===== src/rtl/axis_fifo_pkg.sv =====
// Shared sizing helpers for the AXI-Stream packet FIFO: byte-enable width and
// the width of one stored beat word {tlast, tkeep, tdata}.
package axis_fifo_pkg;

  localparam int DEF_DATA_WIDTH = 8;

  function automatic int keep_w(input int data_w);
    return data_w / 8;
  endfunction

  function automatic int word_w(input int data_w);
    return data_w + keep_w(data_w) + 1;
  endfunction

  localparam int DEF_WORD_W = word_w(DEF_DATA_WIDTH);

endpackage


===== src/rtl/axis_fifo_ram.sv =====
// Beat storage: one registered write port and one asynchronous read port.
// Contents are deliberately not reset; validity is tracked by the pointers.
module axis_fifo_ram
  import axis_fifo_pkg::*;
#(
  parameter int WORD_W     = DEF_WORD_W,
  parameter int ADDR_DEPTH = 4
) (
  input  logic                  clk_i,
  input  logic                  we_i,
  input  logic [ADDR_DEPTH-1:0] waddr_i,
  input  logic [WORD_W-1:0]     wdata_i,
  input  logic [ADDR_DEPTH-1:0] raddr_i,
  output logic [WORD_W-1:0]     rdata_o
);

  logic [WORD_W-1:0] mem_q [2**ADDR_DEPTH];

  always_ff @(posedge clk_i) begin
    if (we_i) mem_q[waddr_i] <= wdata_i;
  end

  assign rdata_o = mem_q[raddr_i];

endmodule


===== src/rtl/axis_pkt_fifo.sv =====
// AXI-Stream FIFO with cut-through or store-and-forward release, level and
// packet counters, and almost-full/almost-empty flags.
module axis_pkt_fifo
  import axis_fifo_pkg::*;
#(
  parameter int DATA_WIDTH       = 8,
  parameter int ADDR_DEPTH       = 4,
  parameter int PACKET_MODE      = 0,
  parameter int ALMOST_FULL_LVL  = (2**ADDR_DEPTH) - 2,
  parameter int ALMOST_EMPTY_LVL = 2
) (
  input  logic                            aclk,
  input  logic                            areset,
  input  logic [DATA_WIDTH-1:0]           s_tdata,
  input  logic [keep_w(DATA_WIDTH)-1:0]   s_tkeep,
  input  logic                            s_tvalid,
  output logic                            s_tready,
  input  logic                            s_tlast,
  output logic [DATA_WIDTH-1:0]           m_tdata,
  output logic [keep_w(DATA_WIDTH)-1:0]   m_tkeep,
  output logic                            m_tvalid,
  input  logic                            m_tready,
  output logic                            m_tlast,
  output logic [ADDR_DEPTH:0]             level,
  output logic [ADDR_DEPTH:0]             pkt_count,
  output logic                            almost_full,
  output logic                            almost_empty
);

  localparam int WORD_W = word_w(DATA_WIDTH);
  localparam logic [ADDR_DEPTH:0] DEPTH_C = (ADDR_DEPTH+1)'(2**ADDR_DEPTH);
  localparam logic [ADDR_DEPTH:0] ONE_C   = (ADDR_DEPTH+1)'(1);
  localparam logic [ADDR_DEPTH:0] AF_C    = (ADDR_DEPTH+1)'(ALMOST_FULL_LVL);
  localparam logic [ADDR_DEPTH:0] AE_C    = (ADDR_DEPTH+1)'(ALMOST_EMPTY_LVL);
  localparam logic                CUT_C   = (PACKET_MODE == 0);

  logic [ADDR_DEPTH:0] wr_ptr_q, wr_ptr_d;
  logic [ADDR_DEPTH:0] rd_ptr_q, rd_ptr_d;
  logic [ADDR_DEPTH:0] level_q, level_d;
  logic [ADDR_DEPTH:0] pkt_q, pkt_d;
  logic                bypass_q, bypass_d;
  logic                wr_en, rd_en, wr_last, rd_last;
  logic [WORD_W-1:0]   rd_word;

  assign s_tready = (level_q != DEPTH_C);
  // In store-and-forward mode a beat is released only once a whole packet is
  // stored, or when an over-long packet has filled the FIFO (bypass).
  assign m_tvalid = (level_q != '0) & (CUT_C | (pkt_q != '0) | bypass_q);
  assign wr_en    = s_tvalid & s_tready;
  assign rd_en    = m_tvalid & m_tready;
  assign wr_last  = wr_en & s_tlast;
  assign rd_last  = rd_en & m_tlast;

  assign {m_tlast, m_tkeep, m_tdata} = rd_word;
  assign level        = level_q;
  assign pkt_count    = pkt_q;
  assign almost_full  = (level_q >= AF_C);
  assign almost_empty = (level_q <= AE_C);

  always_comb begin
    wr_ptr_d = wr_ptr_q;
    rd_ptr_d = rd_ptr_q;
    level_d  = level_q;
    pkt_d    = pkt_q;
    bypass_d = bypass_q;
    if (wr_en) wr_ptr_d = wr_ptr_q + ONE_C;
    if (rd_en) rd_ptr_d = rd_ptr_q + ONE_C;
    if (wr_en && !rd_en)      level_d = level_q + ONE_C;
    else if (rd_en && !wr_en) level_d = level_q - ONE_C;
    if (wr_last && !rd_last)      pkt_d = pkt_q + ONE_C;
    else if (rd_last && !wr_last) pkt_d = pkt_q - ONE_C;
    if (level_q == DEPTH_C && pkt_q == '0) bypass_d = 1'b1;
    else if (rd_last)                      bypass_d = 1'b0;
  end

  always_ff @(posedge aclk) begin
    if (areset) begin
      wr_ptr_q <= '0;
      rd_ptr_q <= '0;
      level_q  <= '0;
      pkt_q    <= '0;
      bypass_q <= 1'b0;
    end else begin
      wr_ptr_q <= wr_ptr_d;
      rd_ptr_q <= rd_ptr_d;
      level_q  <= level_d;
      pkt_q    <= pkt_d;
      bypass_q <= bypass_d;
    end
  end

  axis_fifo_ram #(
    .WORD_W     (WORD_W),
    .ADDR_DEPTH (ADDR_DEPTH)
  ) u_ram (
    .clk_i   (aclk),
    .we_i    (wr_en),
    .waddr_i (wr_ptr_q[ADDR_DEPTH-1:0]),
    .wdata_i ({s_tlast, s_tkeep, s_tdata}),
    .raddr_i (rd_ptr_q[ADDR_DEPTH-1:0]),
    .rdata_o (rd_word)
  );

endmodule


===== config.mk =====
export PLATFORM = sky130hd
export DESIGN_NAME = axis_pkt_fifo
export DESIGN_NICKNAME = d
export VERILOG_FILES = /design/src/rtl/axis_fifo_pkg.sv /design/src/rtl/axis_fifo_ram.sv /design/src/rtl/axis_pkt_fifo.sv
export SDC_FILE = /design/constraint.sdc
export NUM_CORES = 1
export LEC_CHECK = 0
export ABC_AREA = 1
export BUFFER_PORTS_ARGS = -buffer_cell sky130_fd_sc_hd__buf_2
export CORE_ASPECT_RATIO = 0.5
export CORE_MARGIN = 3
export CORE_UTILIZATION = 61
export DETAILED_ROUTE_END_ITERATION = 16
export GPL_TIMING_DRIVEN = 1
export PLACE_DENSITY = 0.79
export SLEW_MARGIN = 5
export SYNTH_ARGS = -nofsm -noshare
export SYNTH_HDL_FRONTEND = slang
export SYNTH_SLANG_ARGS = --single-unit

===== constraint.sdc =====
create_clock -name aclk -period 4.25 [get_ports aclk]
set_clock_uncertainty 0.2 [all_clocks]
set_input_delay 0.2125 -clock aclk [delete_from_list [all_inputs] [get_ports aclk]]
set_output_delay 0.2125 -clock aclk [all_outputs]
set_load 0.01 [all_outputs]

==> flow_metrics.tcl, run 1 <==
set metrics [dict create \
    status "complete, no violations" \
    worstSkewPairLatency_ns 0.43 \
    place_ws_ns 0.954 \
    start_util_pct 64.0 \
    met3WireLength_um 1690 \
    synth_top_cell_by_area "edfxtp_1" \
    p_leak_uw 0.00325 \
    maxCapViolCount 0 \
    p_int_uw 3360 \
    met1Wirelength_um 7060 \
    drt_iter0_markers 652 \
    synthesis.area_um2 7730 \
    worst-path-max-fanout 70 \
    drive_gt1_share_pct 10.6 \
    drt-pass1-iter-count 5 \
    grt_pass1_wl_um 27300 \
    vias 5396 \
    grt_antenna_before_repair 0 \
    yosysSeqAreaShare_pct 67.8 \
    power_frac_comb_pct 27.2 \
    synth_top_area_share_pct 62.1 \
    ioPinCount 38 \
    core_um2 12100 \
    wl_met2_um 7950 \
    yosys_warnings 0 \
    setup_viol 0 \
    top_layer_used "met4" \
    final_antenna_net_count 0 \
    required_ns 4.41 \
    dieArea_um2 14100 \
    path_clk_slew_ns 0.07 \
    cp_slowest_stage_delay_ns 0.73 \
    cts_buffers 17 \
    critical_path_class "register to register" \
    period_minus_slack_ns 3.39 \
    cts_sinks 182 \
    min_period_over_period_pct 79.7 \
    portBuffers 37 \
    p_sw_uw 1740 \
    via_per_inst 5.82 \
    place_congestion 0.845 \
    die_w_um 165 \
    seq_power_share_pct 42.2 \
    synth_cell_types 27 \
    cp-end-kind "register" \
    cp-start-kind "register" \
    hold_path.class "input port to register" \
    rows 28 \
    peakVddDrop_mv 0.414 \
    die_h_um 85.6 \
    grt_setup_unrepaired "no" \
    grt_remaining_overflow 0 \
    max-slew-margin-rel_pct 18.6 \
    cts_root_buffer "clkbuf_16" \
    fin_cells 927 \
    grt_start_max_net_pins 71 \
    worst_pin_slew_ns 1.22 \
    clockPowerShare_pct 30.5 \
    finalHoldViolCount 0 \
    routedWlPerCell_um 18.3 \
    grt_pass1_vias 5305 \
    cp_data_arrival_time_ns 3.55 \
    crit_slowest_cell "dfxtp_2" \
    ys_ff_latch 182 \
    finalNetCount 778 \
    syn_area_per_cell_um2 10.9 \
    clock.fmax_mhz 295 \
    syn-num-nets 737 \
    clockBufferDepth 2 \
    drcViolationCount 0 \
    tns_ns 0 \
    crit_chain "inv_4 > nand2_1 > nand3_1 > nand3_1 > nand3_1 > nand2_1 > nand2_1 > ha_1 > inv_1 > ha_1 > or2_2 > nand2_1 > nand2_1 > nand2_1 > nand2_1 > a21oi_1" \
    fin_ws_ns 0.862 \
    hpwl_um 10000 \
    cts_tree "built" \
    timing.critical_path.mode_cell "nand2_1" \
    synthTopCellsByArea "edfxtp_1 (62%), nor2_1 (7.4%), dfxtp_1 (5.7%)" \
    pwr_density_cell_nw_per_um2 587 \
    synthCells 708 \
    grt_use_total_pct 25.7 \
    slew_violations 0 \
    postCtsSetupBuffers 0 \
    report.power.total_uw 5100 \
    ctsHtreeMaxLevel 4 \
    totalWireLength_um 17000 \
    syn_to_final_growth_pct 12.3 \
    dp_cells 883 \
    num_antenna_cells 0 \
    swShare_pct 34.1 \
]
[per-stage QoR]
stage | cell area, µm² | hold slack [ns] | util, %
after global routing | 8680 | 0.0116 | 71.8
after global placement | 7970 | 0.292 | 66.0
final | 8680 | 0.0193 | 71.8
after detailed placement | 7970 | 0.306 | 66.0
after CTS | 8680 | 0.0122 | 71.8
after floorplan | 7730 | 0.111 | -
[power groups by stage]
stage	Combinational [µW]	Clock, µW	Sequential [µW]
detailed placement	1350	0	2190
global placement	1300	0	2180
CTS	1380	1560	2150
floorplan	1000	0	2170
global route	1570	1650	2170
finish	1390	1560	2150
[critical path, delay by kind of cell (launching register included)]
kind / cells / cell delay (ns)
flops: 1 / 0.73
buf+inv: 2 / 0.57
simple gates: 11 / 1.22
fa+ha+maj: 2 / 0.48
compound gates: 1 / 0.11
[cell type report]
cell class              instances  area, µm²
well taps                     165        206
inverters                      54        205
multi-input cells             441       2100
repair buffers                 53        335
fillers                       793       3400
clock buffers                  17        425
clock inverters                15        163
flip-flops and latches        182       5250
[state kept, by name, summed over array words and instances, names as in the netlist, named ones only]
name,flops
u_ram.mem_q,160
level,5
pkt_count,5
wr_ptr_q,4
rd_ptr_q,4
[path summary, 6_finish.rpt]
kind | start | slack [ns] | endpoint | depth (start not counted)
setup / recovery | register | 0.86 | pkt_count[4] | 16
hold / removal | s_tdata[4] | 0.02 | u_ram.mem_q[7][4] | 1
setup reg to reg | register | 0.86 | pkt_count[4] | 16
hold reg to reg | pkt_count[4] | 0.32 | pkt_count[4] | 2
[cells by family after synthesis]
| family | share of synthesized area, % |
|---|---|
| and+or+nand+nor | 16.7 |
| adders and majority gates | 2.62 |
| AOI/OAI and AO/OA | 7.20 |
| DFF | 67.8 |
| xor gates and xnor gates | 0.679 |
| buffers and inverters | 5.02 |
[cell usage after synthesis (all sizes together)]
master	count
o21ai	73
a21oi	20
inv	53
or2	2
nand4	2
nor2	153
edfxtp	160
ha	13
a2111oi	1
clkinv	1
nand2	85
nand3	73
xor2	5
xnor2	1
fa	2
buf	19
dfxtp	22
o211ai	11
clkbuf	12
[timing repair]
| item | in CTS | in global routing |
|---|---|---|
| endpoints found under the hold margin | 156 | 0 |
| gates resized for setup | 0 | 0 |
| hold buffers | 12 | 0 |
[per-layer routing]
layer,track usage (%),vias to the layer above
met2,39.6,317
met4,11.0,0
met3,6.08,32
met1,35.8,2529
li1,-,2518
met5,0,-
[placed cells by master (no fill, tap or decap)]
cell	instances
buf_4	4
xnor2_1	1
clkinv_8	1
or2_2	2
o211ai_1	11
bufinv_16	1
xor2_1	5
dfxtp_2	1
nand3_1	73
buf_2	37
edfxtp_1	160
nand2_2	2
inv_6	2
nor2_1	153
inv_2	3
dfxtp_1	21
inv_1	49
ha_1	13
o21ai_0	60
clkinv_4	4
inv_4	1
a21oi_1	20
nand2_1	83
inv_8	4
a2111oi_0	1
fa_1	2
clkbuf_16	17
clkinvlp_4	2
nand4_1	2
dlygate4sd3_1	12
o21ai_1	13
clkinv_1	2
No activity file was read; power rests on OpenSTA's default activity.
==> run 2: changes to the inputs <==
CORE_UTILIZATION = 55   (was 61)
PLACE_DENSITY = 0.76   (was 0.79)
clock period = 3 ns   (was 4.25 ns; I/O delays follow)
==> flow_metrics.tcl, run 2 (synthesized netlist as in run 1, its figures left out) <==
set metrics [dict create \
    status "complete, no violations" \
    peakVddDrop_mv 0.510 \
    min_period_over_period_pct 91.8 \
    required_ns 2.65 \
    swShare_pct 34.3 \
    grt_use_total_pct 23.2 \
    cp_data_arrival_time_ns 2.40 \
    grt_remaining_overflow 0 \
    cp_num_buf_inv 2 \
    cts_buffers 17 \
    final_antenna_net_count 0 \
    critical_path_class "register to output pin" \
    core_um2 13200 \
    period_minus_slack_ns 2.75 \
    p_sw_uw 2450 \
    slew_violations 0 \
    start_util_pct 58.6 \
    hold_path.class "register to register" \
    regMostFlops "u_ram.mem_q" \
    worst-path-max-fanout 82 \
    largest_reg_flops 160 \
    layout_common_cells "edfxtp_1 (160), nor2_1 (153), nand2_1 (83)" \
    clockBufferDepth 2 \
    pwr_density_cell_nw_per_um2 806 \
    finalHoldViolCount 0 \
    cp_slowest_stage_delay_ns 0.67 \
    num_antenna_cells 0 \
    p_leak_uw 0.00337 \
    dieArea_um2 15600 \
    cts_tree "built" \
    rows 29 \
    vias 5522 \
    power_frac_comb_pct 27.9 \
    cts_sinks 182 \
    crit_slowest_cell "buf_4" \
    path_clk_slew_ns 0.07 \
    cp-start-kind "register" \
    utilization_pct 67.2 \
    crit_chain "buf_4 > nor2_1 > nor2_1 > o21ai_0 > nand3_1 > nand3_1 > nand2_1 > buf_2" \
    grt_pass1_wl_um 27700 \
    tns_ns 0 \
    layout_commonest_cell "edfxtp_1" \
    cts_root_buffer "clkbuf_16" \
    drt-pass1-iter-count 5 \
    ctsHtreeMaxLevel 4 \
    p_int_uw 4700 \
    finalNetCount 803 \
    reg2regPathDepth 17 \
    postCtsSetupBuffers 0 \
    cp-end-kind "output pin" \
    grt_antenna_before_repair 0 \
    ioPinCount 38 \
    routedWlPerCell_um 18.5 \
    clockPowerShare_pct 29.9 \
    whs_path_depth 2 \
    worstSkewPairLatency_ns 0.43 \
    die_h_um 89.9 \
    via_per_inst 5.68 \
    totalWireLength_um 18000 \
    maxCapViolCount 0 \
    seq_power_share_pct 42.2 \
    crit_family "buffers and inverters" \
    die_w_um 174 \
    clock.fmax_mhz 363 \
    grt_pass1_vias 5152 \
    max-slew-margin-rel_pct 43.7 \
    grt_setup_unrepaired "no" \
    portBuffers 37 \
    worst_pin_slew_ns 0.845 \
    place_congestion 0.898 \
    grt_start_max_net_pins 83 \
    drive_gt1_share_pct 13.2 \
    hpwl_um 10800 \
    setup_viol 0 \
    crit_cells 8 \
    drt_iter0_markers 632 \
    drcViolationCount 0 \
    syn_to_final_growth_pct 14.7 \
]
run 2: cell types whose count changed in the layout (fill, tap and decap cells not counted):
cell           before  now
buf_4               4   28
bufinv_16           1    0
clkbuf_1            0    1
clkinv_4            4    2
clkinvlp_4          2    3
dlygate4sd3_1      12   13
inv_8               4    5
run 2: area by class of cell:
cell class / count / area [µm²]
sequential: 182 / 5250
fill: 955 / 4330
multi-input combinational: 441 / 2100
timing repair buffer: 78 / 526
clock buffer: 18 / 429
tap: 186 / 233
inverter: 54 / 205
clock inverter: 14 / 134
run 2: power by group through the flow:
| stage | sequential (µW) | clock [µW] | combinational, µW |
|---|---|---|---|
| 2_1_floorplan | 3070 | 0 | 1420 |
| 3_3_place_gp | 3070 | 0 | 1920 |
| 3_5_place_dp | 3070 | 0 | 1970 |
| 4_1_cts | 3020 | 2160 | 1990 |
| 5_1_grt | 3040 | 2270 | 2250 |
| 6_report | 3020 | 2140 | 1990 |
run 2: worst paths after layout:
| path | start | to | slack (ns) |
|---|---|---|---|
| setup / recovery | register | m_tdata[4] | 0.25 |
| hold / removal | pkt_count[4] | pkt_count[4] | 0.31 |
| setup reg to reg | register | pkt_count[4] | 0.38 |
| hold reg to reg | pkt_count[4] | pkt_count[4] | 0.31 |
run 2: through the flow:
step / instances / hold slack [ns] / worst slack (ns) / cell area, µm² / power (µW)
CTS: 973 / 0.311 / 0.242 / 8870 / 7170
floorplan: 708 / 0.0489 / 0.539 / 7730 / 4490
global route: 973 / 0.322 / 0.0966 / 8870 / 7560
detailed placement: 928 / 0.297 / 0.434 / 8180 / 5040
global placement: 928 / 0.289 / 0.535 / 8180 / 4980
finish: 973 / 0.308 / 0.247 / 8870 / 7150
run 2: layer usage:
metal / routed length, µm / global-route usage (%) / part of all wire, %
met5: 0 / 0 / 0
met4: 333 / 8.36 / 1.9
met3: 1840 / 6.14 / 10
met2: 8040 / 34.3 / 45
met1: 7770 / 33.4 / 43
run 2: repair_timing:
item                      CTS  global route
gates resized for setup     0             0
hold endpoints to repair  175             0
hold buffers               13             0
run 2: worst min-delay path: stages (launching register included):
cell and delay (ns):
dfxtp_1 0.34, nand2_1 0.07, a21oi_1 0.06
==> run 3: changes to the inputs <==
CORE_UTILIZATION = 61   (was 55)
PLACE_DENSITY = 0.79   (was 0.76)
clock period = 3.5 ns   (was 3 ns; I/O delays follow)
==> flow_metrics.tcl, run 3 (synthesized netlist as in run 1, its figures left out) <==
set metrics [dict create \
    ioPinCount 38 \
    worstSkewPairLatency_ns 0.43 \
    wl_met2_um 7880 \
    maxCapViolCount 0 \
    cp_num_buf_inv 2 \
    drcViolationCount 0 \
    cp-end-kind "output pin" \
    start_util_pct 64.0 \
    required_ns 3.12 \
    die_h_um 85.6 \
    via_per_inst 5.80 \
    cts_sinks 182 \
    p_leak_uw 0.00338 \
    ctsResizeCount 0 \
    min_period_over_period_pct 83.2 \
    drive_gt1_share_pct 12.9 \
    core_um2 12100 \
    clock.fmax_mhz 344 \
    die_w_um 165 \
    finalNetCount 799 \
    cp-start-kind "register" \
    cp_data_arrival_time_ns 2.54 \
    path_clk_slew_ns 0.07 \
    place_ws_ns 0.799 \
    cts_hold_buf 14 \
    cts_tree "built" \
    syn_to_final_growth_pct 14.6 \
    grt_start_max_net_pins 75 \
    grt_pass1_wl_um 27300 \
    setup_viol 0 \
    crit_slowest_cell "buf_4" \
    place_congestion 0.859 \
    grt_pass1_vias 5313 \
    period_minus_slack_ns 2.91 \
    crit_chain "buf_4 > nor2_1 > nor2_1 > o21ai_0 > nand3_1 > nand3_1 > nand2_1 > buf_2" \
    drt-pass1-iter-count 5 \
    num_antenna_cells 0 \
    cts_root_buffer "clkbuf_16" \
    portBuffers 37 \
    met3WireLength_um 1820 \
    dieArea_um2 14100 \
    routedWlPerCell_um 18.3 \
    utilization_pct 73.3 \
    top_layer_used "met4" \
    pwr_density_cell_nw_per_um2 705 \
    layout_commonest_cell "edfxtp_1" \
    vias 5495 \
    layout_common_cells "edfxtp_1 (160), nor2_1 (153), nand2_1 (83)" \
    grt_remaining_overflow 0 \
    hold_path.class "register to register" \
    postCtsSetupBuffers 0 \
    final_antenna_net_count 0 \
    fin_ws_ns 0.589 \
    hpwl_um 10300 \
    critical_path_class "register to output pin" \
    slew_violations 0 \
    cp_slowest_stage_delay_ns 0.66 \
    rows 28 \
    ctsHtreeMaxLevel 4 \
    grt_antenna_before_repair 0 \
    regMostFlops "u_ram.mem_q" \
    tns_ns 0 \
    crit_family "buffers and inverters" \
    worst_pin_slew_ns 0.745 \
    met1Wirelength_um 7210 \
    finalHoldViolCount 0 \
    grt_setup_unrepaired "no" \
    grt_use_total_pct 25.8 \
    worst-path-max-fanout 74 \
    clockBufferDepth 2 \
    max-slew-margin-rel_pct 50.4 \
    drt_iter0_markers 627 \
    status "complete, no violations" \
    peakVddDrop_mv 0.486 \
    largest_reg_flops 160 \
    cts_buffers 17 \
    totalWireLength_um 17300 \
]
==> run 3: final timing paths <==
kind / startpoint / end / slack, ns / cells after the start
hold / removal: pkt_count[4] / pkt_count[4] / 0.31 / 2
hold reg to reg: pkt_count[4] / pkt_count[4] / 0.31 / 2
setup / recovery: register / m_tdata[7] / 0.59 / 8
setup reg to reg: register / pkt_count[4] / 0.62 / 14
==> run 3: per-layer routing <==
| metal | vias up | GRT usage [%] |
|---|---|---|
| met1 | 2523 | 35.8 |
| met5 | - | 0 |
| li1 | 2563 | - |
| met2 | 356 | 39.7 |
| met4 | 0 | 9.89 |
| met3 | 53 | 6.80 |
==> run 3: layout make-up <==
| class | count | area, µm² |
|---|---|---|
| clock buffer | 17 | 425 |
| clock inverter | 15 | 179 |
| fill | 794 | 3230 |
| inverter | 54 | 205 |
| multi-input combinational | 441 | 2100 |
| sequential | 182 | 5250 |
| tap | 165 | 206 |
| timing repair buffer | 74 | 498 |
==> run 3: worst register-to-register path, cell delays in order (launching register included) <==
cell	delay [ns]
dfxtp_1	0.69
inv_1	0.21
nand3_1	0.14
nand3_1	0.09
nand2_1	0.15
nand2_1	0.08
ha_1	0.22
inv_1	0.14
ha_1	0.26
or2_2	0.31
nand2_1	0.08
nand2_1	0.05
nand2_1	0.05
nand2_1	0.04
a21oi_1	0.11
==> run 3: metrics by stage <==
stage                     area (µm²)  std cells  total power (µW)  hold WS (ns)
after detailed placement        8120        902              4320         0.298
after global placement          8120        902              4260         0.291
after floorplan                 7730        708              3850        0.0739
after global routing            8860        948              6580         0.337
after CTS                       8860        948              6250         0.310
final                           8860        948              6250         0.310
==> run 3: power by group <==
| group | leakage [µW] | switching (µW) | internal, µW |
|---|---|---|---|
| logic | 0.00146 | 1120 | 597 |
| registers | 0.00163 | 125 | 2480 |
| clock network | 0.000294 | 901 | 1030 |
| total | 0.00338 | 2140 | 4110 |
